File: src/rtl/lsu_bus_bridge.sv
//------------------------------------------------------------------------------
// Module      : lsu_bus_bridge
// Description : Bridges pipeline load/store requests onto a simple
//               valid/ready request bus with a separate read-data return.
//               Handles lane byte enables, store-data replication, load
//               sign/zero extension, misalignment detection and bus timeout.
// Revision    : 1.0 - initial release
//------------------------------------------------------------------------------
`default_nettype none

module lsu_bus_bridge #(
    parameter int unsigned TIMEOUT_CYCLES = 255
) (
    input  logic        clk,
    input  logic        rst_n,
    input  logic        req_valid_i,
    input  logic        req_re_i,
    input  logic [3:0]  req_we_i,
    input  logic [31:0] req_addr_i,
    input  logic [31:0] req_wdata_i,
    input  logic [2:0]  req_funct3_i,
    output logic        stall_o,
    output logic [31:0] load_data_o,
    output logic        load_valid_o,
    output logic        misalign_o,
    output logic        bus_err_o,
    output logic        bus_valid_o,
    input  logic        bus_ready_i,
    output logic        bus_we_o,
    output logic [31:0] bus_addr_o,
    output logic [3:0]  bus_be_o,
    output logic [31:0] bus_wdata_o,
    input  logic        bus_rvalid_i,
    input  logic [31:0] bus_rdata_i
);

    typedef enum logic [1:0] {
        S_IDLE  = 2'd0,
        S_ADDR  = 2'd1,
        S_RDATA = 2'd2,
        S_DONE  = 2'd3
    } state_t;

    localparam logic [15:0] c_TIMEOUT = 16'(TIMEOUT_CYCLES);
    localparam logic [1:0]  c_SZ_BYTE = 2'd0;
    localparam logic [1:0]  c_SZ_HALF = 2'd1;
    localparam logic [1:0]  c_SZ_WORD = 2'd2;

    state_t      r_state;
    logic [15:0] r_cnt;
    logic        r_is_load;
    logic [1:0]  r_offset;
    logic [2:0]  r_funct3;
    logic [31:0] r_load_data;
    logic        r_bus_we;
    logic [31:0] r_bus_addr;
    logic [3:0]  r_bus_be;
    logic [31:0] r_bus_wdata;

    logic        w_is_store;
    logic        w_is_req;
    logic [1:0]  w_size;
    logic        w_misaligned;
    logic        w_accept;
    logic [3:0]  w_mask;
    logic [3:0]  w_be;
    logic [31:0] w_wdata;
    logic        w_timeout;
    logic [7:0]  w_byte;
    logic [15:0] w_half;
    logic [31:0] w_load_ext;

    // Decode the incoming request: a store wins over a simultaneous load,
    // so access size comes from the store mask whenever any lane is written.
    always_comb begin
        w_is_store = (req_we_i != 4'b0000);
        w_is_req   = req_valid_i && (req_re_i || w_is_store);
        if (w_is_store) begin
            if (req_we_i[3])      w_size = c_SZ_WORD;
            else if (req_we_i[1]) w_size = c_SZ_HALF;
            else                  w_size = c_SZ_BYTE;
        end else begin
            case (req_funct3_i[1:0])
                2'b10:   w_size = c_SZ_WORD;
                2'b01:   w_size = c_SZ_HALF;
                default: w_size = c_SZ_BYTE;
            endcase
        end
        w_misaligned = ((w_size == c_SZ_HALF) && req_addr_i[0]) ||
                       ((w_size == c_SZ_WORD) && (req_addr_i[1:0] != 2'b00));
        w_accept     = (r_state == S_IDLE) && w_is_req && !w_misaligned;
    end

    // Build the lane-relative mask, shift it to absolute lanes and replicate
    // store data so the selected byte/half lands on every candidate lane.
    always_comb begin
        if (w_is_store) begin
            w_mask = req_we_i;
        end else begin
            case (w_size)
                c_SZ_WORD: w_mask = 4'b1111;
                c_SZ_HALF: w_mask = 4'b0011;
                default:   w_mask = 4'b0001;
            endcase
        end
        w_be = w_mask << req_addr_i[1:0];
        case (w_size)
            c_SZ_WORD: w_wdata = req_wdata_i;
            c_SZ_HALF: w_wdata = {2{req_wdata_i[15:0]}};
            default:   w_wdata = {4{req_wdata_i[7:0]}};
        endcase
    end

    // Pick the addressed byte/half out of the returned word and extend it.
    always_comb begin
        w_byte = bus_rdata_i[{r_offset, 3'b000} +: 8];
        w_half = bus_rdata_i[{r_offset[1], 4'b0000} +: 16];
        case (r_funct3)
            3'b000:  w_load_ext = {{24{w_byte[7]}}, w_byte};
            3'b001:  w_load_ext = {{16{w_half[15]}}, w_half};
            3'b100:  w_load_ext = {24'h000000, w_byte};
            3'b101:  w_load_ext = {16'h0000, w_half};
            default: w_load_ext = bus_rdata_i;
        endcase
    end

    // The wait counter hitting the limit aborts the transaction; this takes
    // priority over a late ready/rvalid arriving in the same cycle.
    assign w_timeout = ((r_state == S_ADDR) || (r_state == S_RDATA)) &&
                       (r_cnt == c_TIMEOUT);

    // Transaction FSM: latch the request on accept, wait for the address
    // handshake, then (loads only) wait for read data, then one DONE cycle.
    always_ff @(posedge clk) begin
        if (!rst_n) begin
            r_state     <= S_IDLE;
            r_cnt       <= 16'd0;
            r_is_load   <= 1'b0;
            r_offset    <= 2'b00;
            r_funct3    <= 3'b000;
            r_load_data <= 32'd0;
            r_bus_we    <= 1'b0;
            r_bus_addr  <= 32'd0;
            r_bus_be    <= 4'b0000;
            r_bus_wdata <= 32'd0;
        end else begin
            case (r_state)
                S_IDLE: begin
                    if (w_accept) begin
                        r_state     <= S_ADDR;
                        r_cnt       <= 16'd0;
                        r_is_load   <= !w_is_store;
                        r_offset    <= req_addr_i[1:0];
                        r_funct3    <= req_funct3_i;
                        r_bus_we    <= w_is_store;
                        r_bus_addr  <= {req_addr_i[31:2], 2'b00};
                        r_bus_be    <= w_be;
                        r_bus_wdata <= w_is_store ? w_wdata : 32'd0;
                    end
                end
                S_ADDR: begin
                    if (w_timeout) begin
                        r_state <= S_DONE;
                        if (r_is_load) r_load_data <= 32'd0;
                    end else if (bus_ready_i) begin
                        r_state <= r_is_load ? S_RDATA : S_DONE;
                        r_cnt   <= 16'd0;
                    end else begin
                        r_cnt <= r_cnt + 16'd1;
                    end
                end
                S_RDATA: begin
                    if (w_timeout) begin
                        r_state     <= S_DONE;
                        r_load_data <= 32'd0;
                    end else if (bus_rvalid_i) begin
                        r_state     <= S_DONE;
                        r_load_data <= w_load_ext;
                    end else begin
                        r_cnt <= r_cnt + 16'd1;
                    end
                end
                default: begin
                    r_state <= S_IDLE;
                end
            endcase
        end
    end

    assign stall_o      = w_accept || (r_state == S_ADDR) || (r_state == S_RDATA);
    assign misalign_o   = (r_state == S_IDLE) && w_is_req && w_misaligned;
    assign bus_valid_o  = (r_state == S_ADDR) && !w_timeout;
    assign bus_err_o    = w_timeout;
    assign load_valid_o = (r_state == S_DONE) && r_is_load;
    assign load_data_o  = r_load_data;
    assign bus_we_o     = r_bus_we;
    assign bus_addr_o   = r_bus_addr;
    assign bus_be_o     = r_bus_be;
    assign bus_wdata_o  = r_bus_wdata;

endmodule

`default_nettype wire

File: config.mk
export PLATFORM = sky130hd
export DESIGN_NAME = lsu_bus_bridge
export DESIGN_NICKNAME = d
export VERILOG_FILES = /design/src/rtl/lsu_bus_bridge.sv
export SDC_FILE = /design/constraint.sdc
export NUM_CORES = 1
export LEC_CHECK = 0
export CAP_MARGIN = 10
export CELL_PAD_IN_SITES_DETAIL_PLACEMENT = 1
export CELL_PAD_IN_SITES_GLOBAL_PLACEMENT = 1
export CORE_ASPECT_RATIO = 0.9
export CORE_MARGIN = 2
export CORE_UTILIZATION = 30
export CTS_CLUSTER_SIZE = 24
export DETAILED_ROUTE_END_ITERATION = 7
export GPL_TIMING_DRIVEN = 0
export PLACE_DENSITY_LB_ADDON = 0.1
export SLEW_MARGIN = 20
export SYNTH_ARGS = -nofsm -noshare
export SYNTH_HDL_FRONTEND = slang
export SYNTH_SLANG_ARGS = --single-unit
File: constraint.sdc
create_clock -name clk -period 7.4 [get_ports clk]
set_input_delay 2.22 -clock clk [delete_from_list [all_inputs] [get_ports clk]]
set_output_delay 2.22 -clock clk [all_outputs]
set_load 0.01 [all_outputs]
==> flow_summary.json, run 1 <==
{
  "synth_area_sq_um": 5960,
  "status": "completed",
  "p_sw_frac": 0.310,
  "avgRoutedWirePerCell_microns": 19.2,
  "cts.clk_slew.worst_paths_ns": 0.06,
  "finalCritPeriodShare": 0.974,
  "coreArea_sq_um": 19300,
  "cap_viol_max_count": 0,
  "fin_setup_tns_ns": 0,
  "cp_slowest_cell": "clkdlybuf4s50_1",
  "finalWirelength_mm": 23.3,
  "cts_tree": "built",
  "ys_ff_latch": 123,
  "routabilityCongestion": 0.861,
  "die_x_microns": 153,
  "fin_util": 0.465,
  "max_freq_ghz": 0.139,
  "firstDrtPassIters": 5,
  "grt_pass1_vias": 6610,
  "syn_inst": 717,
  "crit_type": "in2out",
  "grt_setup_unrepaired": "false",
  "dp_hpwl_mm": 17.7,
  "synth_edf_count": 0,
  "cp-start-kind": "primary input",
  "crit_top_cell": "clkdlybuf4s50_1",
  "cts_buffers": 17,
  "clk_latency_ns": 0.42,
  "grt_pass1_wl_mm": 36.3,
  "viasPerCell": 5.28,
  "ys_async_sr_fraction": 0,
  "drc_errors": 0,
  "relSlewSlack": 0.469,
  "cp-end-kind": "primary output",
  "p_leak_nw": 3.26,
  "ant_nets": 0,
  "power.switching_mw": 0.641,
  "grt_usage": 0.217,
  "yosys_warnings": 0,
  "setup_viol_count_final": 0,
  "hold_path.class": "reg2reg",
  "crit_start": "req_we_i[0]",
  "p_comb_frac": 0.249,
  "via_count": 6410,
  "grtUsageMet2": 0.368,
  "worstHoldStart": "bus_be_o[1]",
  "synth-main-ff-cell": "dfxtp_1",
  "gr-max-usage-layer": "met2",
  "p_int_mw": 1.43,
  "maxSlewViolCount": 0,
  "r2r-start": "r_state[1]",
  "worstPathMaxFanout": 19,
  "initial_core_util": 0.308,
  "max_stage_delay_ns": 0.56,
  "antenna_found_initial": 2,
  "drive_gt1_frac": 0.0728,
  "whs_ns": 0.457,
  "seqPwrFrac": 0.353,
  "vdd_drop_max_mv": 0.143,
  "grt_use_met1": 0.267,
  "hold_buffers": 0,
  "final_nets": 1067,
  "clock_path_buffers": 2,
  "clockRootBuffer": "clkbuf_16",
  "ys_types": 64,
  "preCtsSetupSlack_ns": -0.859,
  "drtIter0Drc": 341,
  "grt_remaining_overflow": 0,
  "worst_slew_pin_slew_ns": 0.790,
  "powerDensity_nw_per_um2": 230,
  "place.port_buffers": 210,
  "p_clk_frac": 0.398,
  "crit_path_cell_trace": "clkdlybuf4s50_1 -> nor4_4 -> nand3b_1 -> o21ai_0 -> inv_1 -> ha_1 -> o21a_1 -> a211oi_4 -> nand3_2 -> buf_6 -> nand2_1 -> clkdlybuf4s50_1",
  "area_delta_synth_final_pct": 51.1,
  "fin_ws_ns": 0.193,
  "clock_skew_ns": 0.00700,
  "cts_sinks": 123,
  "power_mw": 2.07,
  "min_period_ns": 7.21,
  "reg2reg_slack_ns": 4.43,
  "cp.required_ns": 5.18,
  "gr-usage-met3": 0.0698,
  "syn_area_per_cell_sq_um": 8.31,
  "critical_path_arrival_ns": 4.99,
  "rows": 48,
  "die_y_microns": 138,
  "hold_viol": 0,
  "die_area_sq_um": 21000,
  "ys_seq_area_frac": 0.413,
  "final.fill_count": 2272,
  "num_io_pins": 215,
  "htreeDepth": 4,
  "grt_max_degree": 20
}
per-stage QoR:
stage | std cells | instance area [sq um]
6_report | 1213 | 9000
4_1_cts | 1212 | 8980
3_3_place_gp | 1178 | 8380
3_5_place_dp | 1178 | 8380
5_1_grt | 1212 | 9000
2_1_floorplan | 718 | 5960
path summary, 6_finish.rpt:
| path | to | depth (start not counted) |
|---|---|---|
| setup reg to reg | r_cnt[13] | 9 |
| hold / removal | bus_be_o[1] | 2 |
| hold reg to reg | bus_be_o[1] | 2 |
| setup / recovery | stall_o | 12 |
cell usage in the layout, fill, tap and decap left out, drive strengths merged, types with 11 or more instances in the layout:
cell           Yosys  final
nand2b            25     25
a32o              16     16
a21oi             52     52
buf               15     17
nand2            124    124
dfxtp            123    123
nor2              52     52
nor4              11     11
clkbuf            45     62
mux2i             15     15
o21ai             26     26
a22oi             33     33
inv               23     23
clkdlybuf4s50      0    207
nand3             15     15
synthesized netlist by cell type (all sizes together), types with 9 or more instances:
cell type / instances / area share
clkbuf: 45 / 0.028
inv: 23 / 0.014
a22oi: 33 / 0.042
ha: 9 / 0.019
mux2i: 15 / 0.025
nand2b: 25 / 0.026
a32o: 16 / 0.027
o21ai: 26 / 0.022
nor4: 11 / 0.014
o22ai: 10 / 0.011
a21oi: 52 / 0.044
buf: 15 / 0.013
nor2: 52 / 0.033
nand2: 124 / 0.078
nand3: 15 / 0.013
o311ai: 9 / 0.013
dfxtp: 123 / 0.41
flip-flops by register name, summed over array words and instances (netlist names):
name / cells
bus_wdata_o: 32
r_funct3: 3
r_state: 2
bus_we_o: 1
r_cnt: 16
bus_addr_o: 30
r_offset: 2
bus_be_o: 4
r_is_load: 1
load_data_o: 32
critical path, delay by kind of cell:
| family | cells | cell delay, ns |
|---|---|---|
| buffers and inverters | 4 | 1.40 |
| adders and majority gates | 1 | 0.24 |
| and+or+nand+nor | 4 | 0.51 |
| AOI/OAI and AO/OA | 3 | 0.62 |
final cells by class:
class,count,area (sq um),area share
multi-input cells,512,3180,0.353
flip-flops and latches,123,2460,0.274
plain buffers,59,251,0.0279
inverters,23,86.3,0.00959
clock inverters,15,153,0.0170
repair buffers,213,2130,0.237
diodes,1,2.50,0.000278
clock buffers,17,425,0.0473
well taps,250,313,0.0348
power by group through the flow:
stage	combinational, mW	sequential, mW	clock (mW)
floorplan	0.253	0.757	0
global placement	0.499	0.742	0
detailed placement	0.511	0.745	0
CTS	0.516	0.731	0.835
global route	0.563	0.736	0.866
finish	0.515	0.731	0.824
what timing repair did:
item                                    4_1_cts  5_1_grt
pin swaps                                     2        0
gates resized for setup                       3        4
endpoints found under the setup margin        2        1
buffers inserted                              3        0
cell families after synthesis:
kind of cell    share of synthesized area
simple gates                        0.217
compound gates                      0.250
flops                               0.413
buf+inv                            0.0563
mux                                0.0441
fa+ha+maj                          0.0189
other cells                      0.000630
per-layer routing:
metal	up-vias	wire length (microns)
met5	-	13
met4	2	312
met3	27	1730
met2	202	11300
met1	3099	9980
li1	3080	-
(Power assumes the default switching activity.)
==> inputs of run 2 (changes only) <==
--- a/config.mk
+++ b/config.mk
@@ -13,6 +13,7 @@
 export CORE_UTILIZATION = 30
 export CTS_CLUSTER_SIZE = 24
 export DETAILED_ROUTE_END_ITERATION = 7
+export DONT_BUFFER_PORTS = 1
 export GPL_TIMING_DRIVEN = 0
 export PLACE_DENSITY_LB_ADDON = 0.1
 export SLEW_MARGIN = 20
==> run 2 against run 1 <==
Effect of this change: maximum frequency grew 2.7%; global-route usage is 1.1 points lower; combinational power decreased by 33%; clock-buffer cell count increased by 5; total power down 0.75%; critical path type unchanged.
==> flow_summary.json, run 2 (synthesized netlist as in run 1, its figures left out) <==
{
  "area_delta_synth_final_pct": 16.7,
  "coreArea_sq_um": 19300,
  "cp-endpoint": "stall_o",
  "rows": 48,
  "htreeDepth": 4,
  "grt_usage": 0.206,
  "viasPerCell": 5.76,
  "firstDrtPassIters": 6,
  "drive_gt1_frac": 0.0867,
  "worst_slew_pin_slew_ns": 0.825,
  "clk_latency_ns": 0.43,
  "reg2regPathDepth": 9,
  "via_count": 5764,
  "clock_skew_ns": 0.00808,
  "worstPathMaxFanout": 10,
  "die_area_sq_um": 21000,
  "antenna_found_initial": 0,
  "cts_tree": "built",
  "cts.clk_slew.worst_paths_ns": 0.05,
  "cp-end-kind": "primary output",
  "cap_viol_max_count": 0,
  "p_leak_nw": 2.51,
  "cp-start-kind": "primary input",
  "max_freq_ghz": 0.142,
  "drtIter0Drc": 433,
  "reg2reg_slack_ns": 4.53,
  "hold_path.class": "reg2reg",
  "power_mw": 2.05,
  "grt_pass1_vias": 5879,
  "clockRootBuffer": "clkbuf_16",
  "grt_remaining_overflow": 0,
  "maxSlewViolCount": 0,
  "cts_buffers": 17,
  "crit_type": "in2out",
  "grt_pass1_wl_mm": 33.7,
  "dp_hpwl_mm": 16.7,
  "postCtsSetupRepairBufs": 0,
  "die_y_microns": 138,
  "grt_setup_unrepaired": "false",
  "regToRegEndpoint": "r_cnt[7]",
  "status": "completed",
  "final_cell_mix": "nand2_1, dfxtp_1, nor2_1, a21oi_1, clkbuf_1",
  "crit_start": "req_we_i[0]",
  "critical_path_arrival_ns": 4.80,
  "place.port_buffers": 0,
  "setup_viol_count_final": 0,
  "avgRoutedWirePerCell_microns": 21.9,
  "finalWirelength_mm": 21.9,
  "antenna_cells": 0,
  "fin_setup_tns_ns": 0,
  "dp_cells": 968,
  "min_period_ns": 7.02,
  "initial_core_util": 0.308,
  "final_nets": 855,
  "grt_max_degree": 17,
  "powerDensity_nw_per_um2": 296,
  "ant_nets": 0,
  "num_io_pins": 215,
  "clock_path_buffers": 2,
  "stdcell_count": 1000,
  "vdd_drop_max_mv": 0.138,
  "r2r-start": "r_state[0]",
  "final_common_cell": "nand2_1",
  "drc_errors": 0,
  "routabilityCongestion": 0.817,
  "finalCritPeriodShare": 0.949,
  "hold_viol": 0,
  "relSlewSlack": 0.447,
  "die_x_microns": 153,
  "cp.required_ns": 5.18,
  "cts_sinks": 123
}
==> run 2: cell types whose count changed in the layout (fill, tap and decap cells not counted), moves of 2 or more <==
cell / before / now
clkinv_4: 4 / 1
clkinv_2: 4 / 2
clkinvlp_4: 5 / 1
buf_4: 5 / 2
bufinv_16: 2 / 5
clkdlybuf4s50_1: 207 / 0
clkbuf_8: 0 / 4
dlymetal6s2s_1: 2 / 0
==> run 2: worst min path at each step <==
stage                start          end  slack [ns]  cells after the start
2_1_floorplan  r_funct3[2]  r_funct3[2]        0.45                      2
3_5_place_dp   r_funct3[2]  r_funct3[2]        0.48                      2
5_1_grt        r_funct3[2]  r_funct3[2]        0.51                      2
6_report       r_funct3[2]  r_funct3[2]        0.48                      2
3_3_place_gp   r_funct3[2]  r_funct3[2]        0.47                      2
4_1_cts        r_funct3[2]  r_funct3[2]        0.49                      2
==> run 2: routing by layer <==
layer	vias up	GRT usage	part of all wire
li1	2644	-	-
met2	233	0.340	0.48
met4	0	0.0602	0.015
met5	-	0	0
met1	2859	0.247	0.42
met3	28	0.0868	0.092
==> run 2: power breakdown <==
| part | internal (mW) | switching (mW) | total [mW] |
|---|---|---|---|
| clock | 0.634 | 0.319 | 0.954 |
| combinational | 0.115 | 0.229 | 0.345 |
| sequential | 0.705 | 0.0512 | 0.756 |
==> run 2: repair_timing <==
| item | 4_1_cts | 5_1_grt |
|---|---|---|
| resized for setup | 0 | 1 |
| endpoints found under the setup margin | 0 | 1 |
| hold buffers | 0 | 0 |
==> run 2: final cells by class <==
| cell class | instances | area [sq um] |
|---|---|---|
| well taps | 250 | 313 |
| flip-flops and latches | 123 | 2460 |
| plain buffers | 60 | 249 |
| inverters | 23 | 86.3 |
| fillers | 2282 | 12400 |
| clock inverters | 10 | 185 |
| multi-input cells | 512 | 3170 |
| clock buffers | 22 | 484 |
==> run 2: through the flow <==
stage	hold WS, ns	area (sq um)	setup slack, ns	utilization
after floorplan	0.449	5960	0.789	-
after CTS	0.486	6940	0.108	0.359
after global placement	0.473	6270	0.155	0.324
after global routing	0.507	6950	0.0713	0.359
final	0.485	6950	0.380	0.359
after detailed placement	0.476	6270	0.116	0.324
==> run 2: worst max-delay path, stage by stage <==
cell      delay (ns)
nor4_4          0.47
nand3b_1        0.14
o21ai_0         0.14
inv_1           0.10
ha_1            0.23
and2_1          0.21
a211oi_4        0.32
nand3_1         0.19
buf_2           0.24
buf_1           0.29
nand2_1         0.25
==> inputs of run 3 (changes only) <==
--- a/config.mk
+++ b/config.mk
@@ -5,6 +5,7 @@
 export SDC_FILE = /design/constraint.sdc
 export NUM_CORES = 1
 export LEC_CHECK = 0
+export ABC_AREA = 1
 export CAP_MARGIN = 10
 export CELL_PAD_IN_SITES_DETAIL_PLACEMENT = 1
 export CELL_PAD_IN_SITES_GLOBAL_PLACEMENT = 1
==> run 3 against run 2 <==
Effect of this change: non-clock buffer count fell by 2; largest cell class unchanged; clock skew increased by 0.0032 ns; maximum frequency is 3.4% higher; global-route usage increased by 0.85 points; critical path type unchanged.
==> flow_summary.json, run 3 <==
{
  "fin_setup_tns_ns": 0,
  "antenna_cells": 0,
  "vdd_drop_max_mv": 0.143,
  "antenna_found_initial": 0,
  "ant_nets": 0,
  "maxSlewViolCount": 0,
  "cts_buffers": 17,
  "synth_area_sq_um": 6510,
  "grt_pass1_wl_mm": 38.2,
  "status": "completed",
  "clock_path_buffers": 2,
  "min_period_ns": 6.79,
  "worst_slew_pin_slew_ns": 0.704,
  "hold_path.class": "reg2reg",
  "final_nets": 1167,
  "yosysTopAreaCell": "dfxtp_1",
  "finalWirelength_mm": 24.4,
  "ys_async_sr_fraction": 0,
  "synthTopCellsByCount": "nand2_1, dfxtp_1, nor2_1",
  "cts.clk_slew.worst_paths_ns": 0.06,
  "whs_ns": 0.491,
  "area_delta_synth_final_pct": 14.7,
  "synth-main-ff-cell": "dfxtp_1",
  "synth_top_area_share": 0.378,
  "final.fill_count": 2828,
  "clock_skew_ns": 0.0112,
  "drive_gt1_frac": 0.0772,
  "initial_core_util": 0.304,
  "avgRoutedWirePerCell_microns": 18.0,
  "final_cell_mix": "nand2_1, nor2_1, dfxtp_1",
  "syn_area_per_cell_sq_um": 6.33,
  "ys_types": 35,
  "synthTopCellsByArea": "dfxtp_1, nand2_1, a21oi_1",
  "clockRootBuffer": "clkbuf_16",
  "cap_viol_max_count": 0,
  "drtIter0Drc": 293,
  "hold_viol": 0,
  "viasPerCell": 4.89,
  "crit_path_cell_trace": "nor2_1 -> nand2_1 -> inv_1 -> a31oi_1 -> inv_1 -> ha_1 -> buf_2 -> nand2_1 -> nand2_1 -> nand2_1 -> nand3_4 -> buf_1 -> nand2_1",
  "critical_path_arrival_ns": 4.57,
  "synth_edf_count": 0,
  "crit_top_cell": "nand2_1",
  "yosys_warnings": 0,
  "stdcell_count": 1353,
  "firstDrtPassIters": 5,
  "place.port_buffers": 0,
  "yosysMostFrequentCell": "nand2_1",
  "worstPathMaxFanout": 10,
  "drc_errors": 0,
  "fin_util": 0.348,
  "dp_hpwl_mm": 18.6,
  "power_mw": 2.90,
  "cts_tree": "built",
  "setup_viol_count_final": 0,
  "postCtsSetupRepairBufs": 0,
  "p_leak_nw": 3.14,
  "max_stage_delay_ns": 0.42,
  "relSlewSlack": 0.530,
  "crit_type": "in2out",
  "htreeDepth": 4,
  "post_cts_resized": 0,
  "coreArea_sq_um": 21400,
  "ys_ff_latch": 123,
  "cp-start-kind": "primary input",
  "routabilityCongestion": 0.862,
  "cts_sinks": 123,
  "grt_pass1_vias": 6770,
  "cp_slowest_cell": "buf_1",
  "final_common_cell": "nand2_1",
  "grt_remaining_overflow": 0,
  "ys_seq_area_frac": 0.378,
  "dp_cells": 1321,
  "max_freq_ghz": 0.147,
  "die_x_microns": 159,
  "rows": 51,
  "syn_inst": 1029,
  "grt_usage": 0.214,
  "hold_buffers": 0,
  "die_y_microns": 144,
  "finalCritPeriodShare": 0.917,
  "cp-end-kind": "primary output",
  "powerDensity_nw_per_um2": 388,
  "cp.required_ns": 5.18,
  "die_area_sq_um": 22900,
  "grt_setup_unrepaired": "false",
  "num_io_pins": 215,
  "clk_latency_ns": 0.43,
  "via_count": 6618,
  "grt_max_degree": 17
}
[run 3: changes by cell type after synthesis, moves of 16 or more]
cell / before / now
a21oi_1: 52 / 122
o21ai_0: 20 / 48
nand2_1: 124 / 324
nor2_1: 52 / 123
clkbuf_1: 45 / 26
nand2b_1: 25 / 0
a32o_1: 16 / 0
a22oi_1: 33 / 0
nand3_1: 15 / 49
inv_1: 23 / 94
[run 3: stage by stage]
step / setup WS (ns) / cell area [sq um]
final: 0.612 / 7470
after global routing: 0.267 / 7470
after CTS: 0.585 / 7470
after detailed placement: 0.597 / 6880
after global placement: 0.645 / 6880
after floorplan: 1.28 / 6510
[run 3: where the power goes]
| group | leakage (nW) | internal (mW) | switching (mW) |
|---|---|---|---|
| combinational | 1.85 | 0.344 | 0.752 |
| sequential | 1.00 | 0.791 | 0.145 |
| clock | 0.286 | 0.481 | 0.386 |
[run 3: cell type report]
class                           count  area, sq um  area share
Sequential cell                   123         2460       0.330
Clock buffer                       17          425      0.0570
Tap cell                          291          364      0.0488
Inverter                          101          379      0.0508
Multi-Input combinational cell    748         3390       0.454
Clock inverter                     15          163      0.0218
Buffer                             58          279      0.0374
[run 3: final timing paths]
check              start       end  slack, ns  cells past startpoint
max reg2reg   r_state[0]  r_cnt[0]       4.96                     10
min             r_cnt[7]  r_cnt[7]       0.49                      2
max          req_we_i[1]   stall_o       0.61                     13
min reg2reg     r_cnt[7]  r_cnt[7]       0.49                      2
[run 3: worst max-delay path: cells and delay by family]
kind | cells | cell delay (ns)
buffers and inverters | 4 | 0.96
and+or+nand+nor | 7 | 1.07
AOI/OAI and AO/OA | 1 | 0.16
adders and majority gates | 1 | 0.13
[run 3: logic make-up after synthesis]
kind of cell | after synthesis | synth area share
XOR/XNOR | 1 | 0.00135
AND/OR/NAND/NOR | 532 | 0.334
adder cells (fa/ha/maj) | 9 | 0.0173
buffers and inverters | 159 | 0.101
other | 1 | 0.000576
AO/OA/AOI/OAI | 204 | 0.167
flip-flops | 123 | 0.378
[run 3: layer usage]
metal | global-route usage | share of wire | vias up
li1 | - | - | 3325
met1 | 0.261 | 0.45 | 3098
met2 | 0.361 | 0.46 | 176
met3 | 0.0799 | 0.078 | 19
met4 | 0.0517 | 0.012 | 0
met5 | 0 | 0 | -
